==> config.mk <==
export PLATFORM = sky130hd
export DESIGN_NAME = usb_rw_sequencer
export DESIGN_NICKNAME = d
export VERILOG_FILES = /design/src/rtl/usb_rw_sequencer.sv
export SDC_FILE = /design/constraint.sdc
export NUM_CORES = 1
export LEC_CHECK = 0
export ABC_CLOCK_PERIOD_IN_PS = 1900
export BUFFER_PORTS_ARGS = -buffer_cell sky130_fd_sc_hd__buf_2
export CAP_MARGIN = 20
export CORE_MARGIN = 5
export CORE_UTILIZATION = 35
export DETAILED_ROUTE_END_ITERATION = 16
export GPL_TIMING_DRIVEN = 0
export MAX_ROUTING_LAYER = met4
export SYNTH_ARGS = -nofsm -noshare
export SYNTH_HDL_FRONTEND = slang
export SYNTH_SLANG_ARGS = --single-unit
export TNS_END_PERCENT = 30
==> constraint.sdc <==
create_clock -name clk -period 1.9 [get_ports clk]
set_input_delay 0.57 -clock clk [delete_from_list [all_inputs] [get_ports clk]]
set_output_delay 0.57 -clock clk [all_outputs]
set_load 0.02 [all_outputs]
==> src/rtl/usb_rw_sequencer.sv <==
// usb_rw_sequencer
// Turns one host read/write request into two USB protocol transactions:
// an address OUT to ADDR_ENDP, then a data OUT (write) or data IN (read)
// to DATA_ENDP. Each phase is retried on protocol failure up to MAX_RETRY
// times before the request is cancelled. The request is latched on
// acceptance, so the host task may change its inputs while busy.
//
// Outputs are decoded from the registered state. The cancel strobe must
// coincide with the failing response cycle, so done/cancel in the wait
// states also depend on the bad/free inputs of that cycle.

module usb_rw_sequencer #(
  parameter logic [6:0] DEV_ADDR  = 7'd5,
  parameter logic [3:0] ADDR_ENDP = 4'd4,
  parameter logic [3:0] DATA_ENDP = 4'd8,
  parameter int         ADDR_W    = 16,
  parameter int         DATA_W    = 64,
  parameter int         MAX_RETRY = 3,
  parameter int         RETRY_W   = (MAX_RETRY > 0) ? $clog2(MAX_RETRY + 1) : 1
) (
  input  logic               clk,
  input  logic               rst_L,
  input  logic               tran_ready,
  input  logic               read,
  input  logic [ADDR_W-1:0]  rw_addr,
  input  logic [DATA_W-1:0]  data_down_rw,
  input  logic               free,
  input  logic               bad,
  input  logic               recv_ready_pro,
  input  logic [DATA_W-1:0]  data_up_pro,
  output logic               send_in,
  output logic               input_ready,
  output logic [6:0]         addr,
  output logic [3:0]         endp,
  output logic [DATA_W-1:0]  data_down_pro,
  output logic [DATA_W-1:0]  data_up_rw,
  output logic               recv_ready,
  output logic               done,
  output logic               cancel,
  output logic               busy,
  output logic [RETRY_W-1:0] retries
);

  typedef enum logic [2:0] {
    IDLE    = 3'd0,
    A_ISSUE = 3'd1,
    A_WAIT  = 3'd2,
    D_ISSUE = 3'd3,
    D_WAIT  = 3'd4,
    FINISH  = 3'd5
  } state_t;

  localparam logic [RETRY_W-1:0] RETRY_MAX = RETRY_W'(MAX_RETRY);
  localparam logic [RETRY_W-1:0] RETRY_ONE = RETRY_W'(1);

  // Address payload: target address left-justified, low bits zero.
  function automatic logic [DATA_W-1:0] addr_payload(input logic [ADDR_W-1:0] a);
    logic [DATA_W-1:0] p;
    p = '0;
    p[DATA_W-1 -: ADDR_W] = a;
    return p;
  endfunction

  state_t              state_r, state_s;
  logic                read_r, read_s;
  logic [ADDR_W-1:0]   addr_r, addr_s;
  logic [DATA_W-1:0]   data_r, data_s;
  logic [DATA_W-1:0]   cap_r, cap_s;
  logic                cap_valid_r, cap_valid_s;
  logic [RETRY_W-1:0]  retries_r, retries_s;
  logic                data_fail_s;

  // State and request/capture registers; reset aborts without any strobe.
  always_ff @(posedge clk or negedge rst_L) begin
    if (!rst_L) begin
      state_r     <= IDLE;
      read_r      <= 1'b0;
      addr_r      <= '0;
      data_r      <= '0;
      cap_r       <= '0;
      cap_valid_r <= 1'b0;
      retries_r   <= '0;
    end else begin
      state_r     <= state_s;
      read_r      <= read_s;
      addr_r      <= addr_s;
      data_r      <= data_s;
      cap_r       <= cap_s;
      cap_valid_r <= cap_valid_s;
      retries_r   <= retries_s;
    end
  end

  // Next-state, register updates and output decode.
  always_comb begin
    state_s       = state_r;
    read_s        = read_r;
    addr_s        = addr_r;
    data_s        = data_r;
    cap_s         = cap_r;
    cap_valid_s   = cap_valid_r;
    retries_s     = retries_r;
    data_fail_s   = 1'b0;
    send_in       = 1'b0;
    input_ready   = 1'b0;
    addr          = 7'd0;
    endp          = 4'd0;
    data_down_pro = '0;
    data_up_rw    = '0;
    recv_ready    = 1'b0;
    done          = 1'b0;
    cancel        = 1'b0;

    case (state_r)
      IDLE: begin
        if (tran_ready) begin
          read_s    = read;
          addr_s    = rw_addr;
          data_s    = data_down_rw;
          retries_s = '0;
          state_s   = A_ISSUE;
        end else begin
          state_s = IDLE;
        end
      end

      A_ISSUE: begin
        input_ready   = 1'b1;
        addr          = DEV_ADDR;
        endp          = ADDR_ENDP;
        data_down_pro = addr_payload(addr_r);
        state_s       = A_WAIT;
      end

      A_WAIT: begin
        addr          = DEV_ADDR;
        endp          = ADDR_ENDP;
        data_down_pro = addr_payload(addr_r);
        // bad wins over a simultaneous free.
        if (bad) begin
          if (retries_r < RETRY_MAX) begin
            retries_s = retries_r + RETRY_ONE;
            state_s   = A_ISSUE;
          end else begin
            done    = 1'b1;
            cancel  = 1'b1;
            state_s = IDLE;
          end
        end else if (free) begin
          retries_s = '0;
          state_s   = D_ISSUE;
        end else begin
          state_s = A_WAIT;
        end
      end

      D_ISSUE: begin
        input_ready = 1'b1;
        addr        = DEV_ADDR;
        endp        = DATA_ENDP;
        send_in     = read_r;
        if (read_r) begin
          data_down_pro = '0;
        end else begin
          data_down_pro = data_r;
        end
        // Data seen in an earlier attempt must not satisfy this one.
        cap_valid_s = 1'b0;
        state_s     = D_WAIT;
      end

      D_WAIT: begin
        addr    = DEV_ADDR;
        endp    = DATA_ENDP;
        send_in = read_r;
        if (read_r) begin
          data_down_pro = '0;
        end else begin
          data_down_pro = data_r;
        end
        // Last IN payload of the attempt wins.
        if (read_r && recv_ready_pro) begin
          cap_s       = data_up_pro;
          cap_valid_s = 1'b1;
        end else begin
          cap_s       = cap_r;
          cap_valid_s = cap_valid_r;
        end
        // A read that completes without any IN data is a failure.
        data_fail_s = bad | (free & read_r & ~cap_valid_r & ~recv_ready_pro);
        if (data_fail_s) begin
          if (retries_r < RETRY_MAX) begin
            retries_s = retries_r + RETRY_ONE;
            state_s   = D_ISSUE;
          end else begin
            done    = 1'b1;
            cancel  = 1'b1;
            state_s = IDLE;
          end
        end else if (free) begin
          state_s = FINISH;
        end else begin
          state_s = D_WAIT;
        end
      end

      FINISH: begin
        done = 1'b1;
        if (read_r) begin
          recv_ready = 1'b1;
          data_up_rw = cap_r;
        end else begin
          recv_ready = 1'b0;
          data_up_rw = '0;
        end
        state_s = IDLE;
      end

      default: begin
        state_s = IDLE;
      end
    endcase
  end

  assign busy    = (state_r != IDLE);
  assign retries = retries_r;

endmodule

* Word-level counts from Yosys, hierarchy flattened *
Index checks and enable logic that the tools add are counted.

operators by class
  add/subtract/negate cells = 1
  multipliers = 0
  div/mod/pow operators = 0
  order comparisons = 1
  eq/ne operators = 9
  shift operators = 0
  mux-type cells = 31
  bitwise gates (word level) = 6
  reduce and logical (&&, ||, !) cells = 13

operators by type and width
  cell                   count
  $mux W64               3
  $pmux W64 S2           1
  $pmux W3 S5            1
  $mux W1                12
  $mux W2                6
  $mux W3                3
  $pmux W4 S2            1
  $eq A3 B2 Y1 const B   2
  $eq A3 B3 Y1 const B   2
  $ne A2 B2 Y1 const B   3
  $pmux W2 S3            1
  $reduce_and A2 Y1      3
  $reduce_bool A3 Y1     2
  $reduce_or A2 Y1       3
  $pmux W1 S2            2
  $reduce_and A4 Y1      1
  $reduce_or A4 Y1       1
  $and A1 B1 Y1          3
  $eq A3 B1 Y1 const B   1
  $logic_not A3 Y1       1
  $ne A3 B3 Y1 const B   1
  $pmux W1 S3            1
  $add A2 B1 Y2 const B  1
  $lt A2 B2 Y1 const B   1
  other kinds (4)        5

word-level totals
  flip-flop bits (word level) = 151
  latch bits = 0
  RAM bits = 0
  bits in read-only memories = 0
  memories kept = 0

* Depth between registers and ports, before layout *
  depth after elaboration = 6
  gate-level depth with buffers = 8
  mapped depth without buffers = 4

* Least setup slack after synthesis *
No wires, ideal clock.

  kind = flip-flop to output port
  start = register state_r[1]
  end = output port data_down_pro[55]
  arrival = 1,742 ps
  setup slack = -412 ps
  cell stages (with the launch flop) = 9
  buffers on the path = 4
  cell sequence = dfrtp_1 buf_2 nand2b_1 buf_4 o21ai_2 and2b_1 buf_4 buf_2 a22o_1

on the way
  word-level cells in the longest chain between the ends = 3
  elaborated cells on any way between the ends = 7

RTL lines
  element                               line  source
  start, declared                       64    state_t state_r, state_s;
  start signal, assigned                84    state_r <= state_s;
  $eq A3 B3 Y1 (tied with other cells)  114   case (state_r)
  $reduce_or A2 Y1 (no source line)     --
  $pmux W64 S2 (*)                      114
  end, declared                         35    output logic [DATA_W-1:0] data_down_pro,

Mark *: on every way between the ends. The rest lies on a longest branch, timed or not.

* Worst setup path in the final report *
  start = register state_r[2]
  end = output port data_down_pro[45]

Same word-level chain as after synthesis.

==> qor.yml <==
avgSynthCellArea_um2: 13.4
port_buffers: 290
ys_types: 38
utilization_pct: 57.2
relSlewSlack_pct: 54.9
crit_arrival_ns: 2.02
die-area_um2: 22600
gp_congestion: 0.779
detail_route.iter0.violations: 104
routed_wl_mm: 20.1
synthCells: 515
ant_nets: 0
rows: 51
track_usage_pct: 18.1
viasPerCell: 4.57
layout_setup_ws_ns: -0.691
synth_area_um2: 6910
h-tree-depth: 4
hold_viol: 0
grt_pass1_wl_mm: 30.7
crit_type: "register to output pin"
critPathCaptureType: "output pin"
min_period_over_period_pct: 136
violations: "negative setup slack"
yosys-top-cells-area: "dfrtp_1 55%, mux2_2 23%, and2_1 10%, buf_6 2.3%, a22o_1 2.0%"
cts_buffer_depth: 2
synth_top_area_share_pct: 54.7
clkLatencyLatePin_ns: 0.41
drcViolationCount: 0
die_y_um: 150
dpl.hpwl_mm: 14.0
syn2layout_area_growth_pct: 61.1
vias: 5217
fp.dieW_um: 150
ys_seq_elements: 151
synth_top_area_cell: "dfrtp_1"
start_util_pct: 35.5
finalSetupTns_ns: -94.62
num-fill-cells: 1666
nets: 1013
grt_start_max_net_pins: 85
p_per_area_nw_per_um2: 1560
drv_slew: 0
yosys_warnings: 0
drive_gt1_share_pct: 75.7
antenna_found_initial: 2
crit_required_ns: 1.33
seq_area_frac_synth_pct: 54.7
rsz0062_at_grt: "yes"
max_slew.worst_pin.slew_ns: 0.677
overflow: 0
multi_input_area_um2: 3250
fin_crit_ns: 2.59
maxCapViolCount: 0
clock_skew_ns: 0.00723
cts_inserted_buffers: 17
cp-start-kind: "register"
core_area_um2: 19500
clock-sinks: 151
seq_area_um2: 3780
setup_viol: 221
clk_pin_slew_ns: 0.06
ioPinCount: 298
outcome: "finished, violations left"
holdCritPathClass: "primary input to async pin"
ir_drop_mv: 1.43
cts_tree: "built"
p_leak_nw: 5.43
grt_pass1_vias: 5643
root_buffer: "clkbuf_16"
routedWlPerCell_um: 17.6
drt_first_pass_iters: 4
crit_fanout: 6
preCtsSetupSlack_ns: -0.589
max_freq_mhz: 386
-- logic make-up (layout without fill, tap and decap cells) --
logic type | count (synthesis) | after routing | synth area share [%]
flip-flops | 151 | 151 | 54.7
AND/OR/NAND/NOR | 139 | 139 | 12.7
multiplexers | 146 | 146 | 23.8
other | 1 | 11 | 0.0543
AO/OA/AOI/OAI | 33 | 33 | 3.84
XOR/XNOR | 1 | 1 | 0.127
buffers and inverters | 44 | 396 | 4.75
-- timing repair --
item / in CTS / in global routing
setup endpoints to repair: 138 / 276
setup buffers: 19 / 6
gates cloned: 10 / 4
hold buffers: 0 / 0
pin swaps: 80 / 16
hold endpoints to repair: 0 / 0
gates resized for setup: 380 / 55
-- power breakdown --
group	leakage [nW]	switching, mW	total, mW	internal [mW]
combinational	3.30	3.40	8.33	4.93
sequential	1.86	0.901	5.78	4.88
clock	0.275	1.29	3.23	1.94
-- state kept, by name, summed over array words and instances (netlist names) --
| signal | count |
|---|---|
| addr_r | 16 |
| read_r | 1 |
| data_r | 64 |
| retries | 2 |
| state_r | 3 |
| cap_r | 64 |
| cap_valid_r | 1 |
-- layout make-up --
class | count | share of cell area [%]
flip-flops and latches | 151 | 34.0
well taps | 265 | 2.98
clock inverters | 10 | 0.956
inverters | 2 | 0.0675
multi-input cells | 326 | 29.3
diodes | 4 | 0.0900
plain buffers | 38 | 4.33
repair buffers | 326 | 24.3
clock buffers | 20 | 4.01
-- metrics by stage --
| step | hold WS, ns | cell area (um^2) | power, mW | std cells |
|---|---|---|---|---|
| final | 0.143 | 11100 | 17.3 | 1142 |
| after global routing | 0.182 | 11100 | 18.3 | 1140 |
| after CTS | 0.175 | 10900 | 17.1 | 1135 |
| after detailed placement | 0.467 | 8970 | 12.0 | 1077 |
| after global placement | 0.460 | 8930 | 11.9 | 1076 |
| after floorplan | 0.274 | 7150 | 10.3 | 521 |
-- layer usage --
metal / global-route usage (%) / part of all wire [%] / vias up
li1: - / - / 2444
met2: 30.9 / 55 / 124
met5: - / 0 / -
met1: 21.6 / 39 / 2632
met4: 5.81 / 1.5 / 0
met3: 3.52 / 4.3 / 17
-- layout by cell type, fill, tap and decap left out, types with 7 or more instances in the layout --
| cell | n |
|---|---|
| and2_4 | 103 |
| buf_6 | 143 |
| clkbuf_16 | 22 |
| buf_8 | 18 |
| mux2_1 | 8 |
| buf_4 | 27 |
| a22o_4 | 12 |
| and2_1 | 10 |
| conb_1 | 7 |
| mux2_2 | 138 |
| dfrtp_1 | 148 |
| buf_2 | 163 |
-- cell usage after synthesis --
library cell / number
nor2_1: 6
a21o_1: 3
nand2_1: 3
mux2_1: 8
a21oi_1: 2
nor2b_1: 3
nor3b_1: 1
nand2b_1: 3
buf_2: 5
nand4bb_1: 1
o31a_1: 1
and2_1: 113
nor2_8: 1
clkbuf_2: 5
and2b_1: 1
xnor2_1: 1
o21bai_1: 2
clkbuf_1: 6
a2111oi_2: 1
inv_1: 2
nor2_2: 1
a31oi_1: 1
buf_4: 12
or2_2: 1
mux2_2: 138
o21ai_2: 1
nor3_2: 1
nor3_1: 1
a22o_1: 16
o21ai_0: 3
dfrtp_1: 151
a21boi_0: 1
nand3b_1: 2
buf_6: 14
or3_4: 1
o32ai_1: 1
o31ai_1: 1
conb_1: 1
-- worst max-delay path: stages, from the launching register on --
cell and delay (ns):
dfrtp_2 0.44, nand3b_1 0.24, o21ai_4 0.10, and2b_2 0.20, buf_12 0.15, buf_12 0.13
buf_8 0.11, and2_4 0.14, buf_6 0.11
-- path summary, 6_finish.rpt --
kind | to | slack (ns) | cells after the start | startpoint
worst max-delay path | data_down_pro[45] | -0.69 | 8 | state_r[2]
min in group clk | data_r[1] | 0.38 | 2 | data_down_rw[1]
worst min-delay path | addr_r[12] | 0.14 | 1 | rst_L
max in group asynchronous | cap_r[35] | 0.99 | 2 | rst_L
worst min register to register | data_r[2] | 0.49 | 1 | data_r[2]
worst max register to register | data_r[4] | -0.24 | 7 | state_r[1]
No activity file was read; power rests on OpenSTA's default activity.
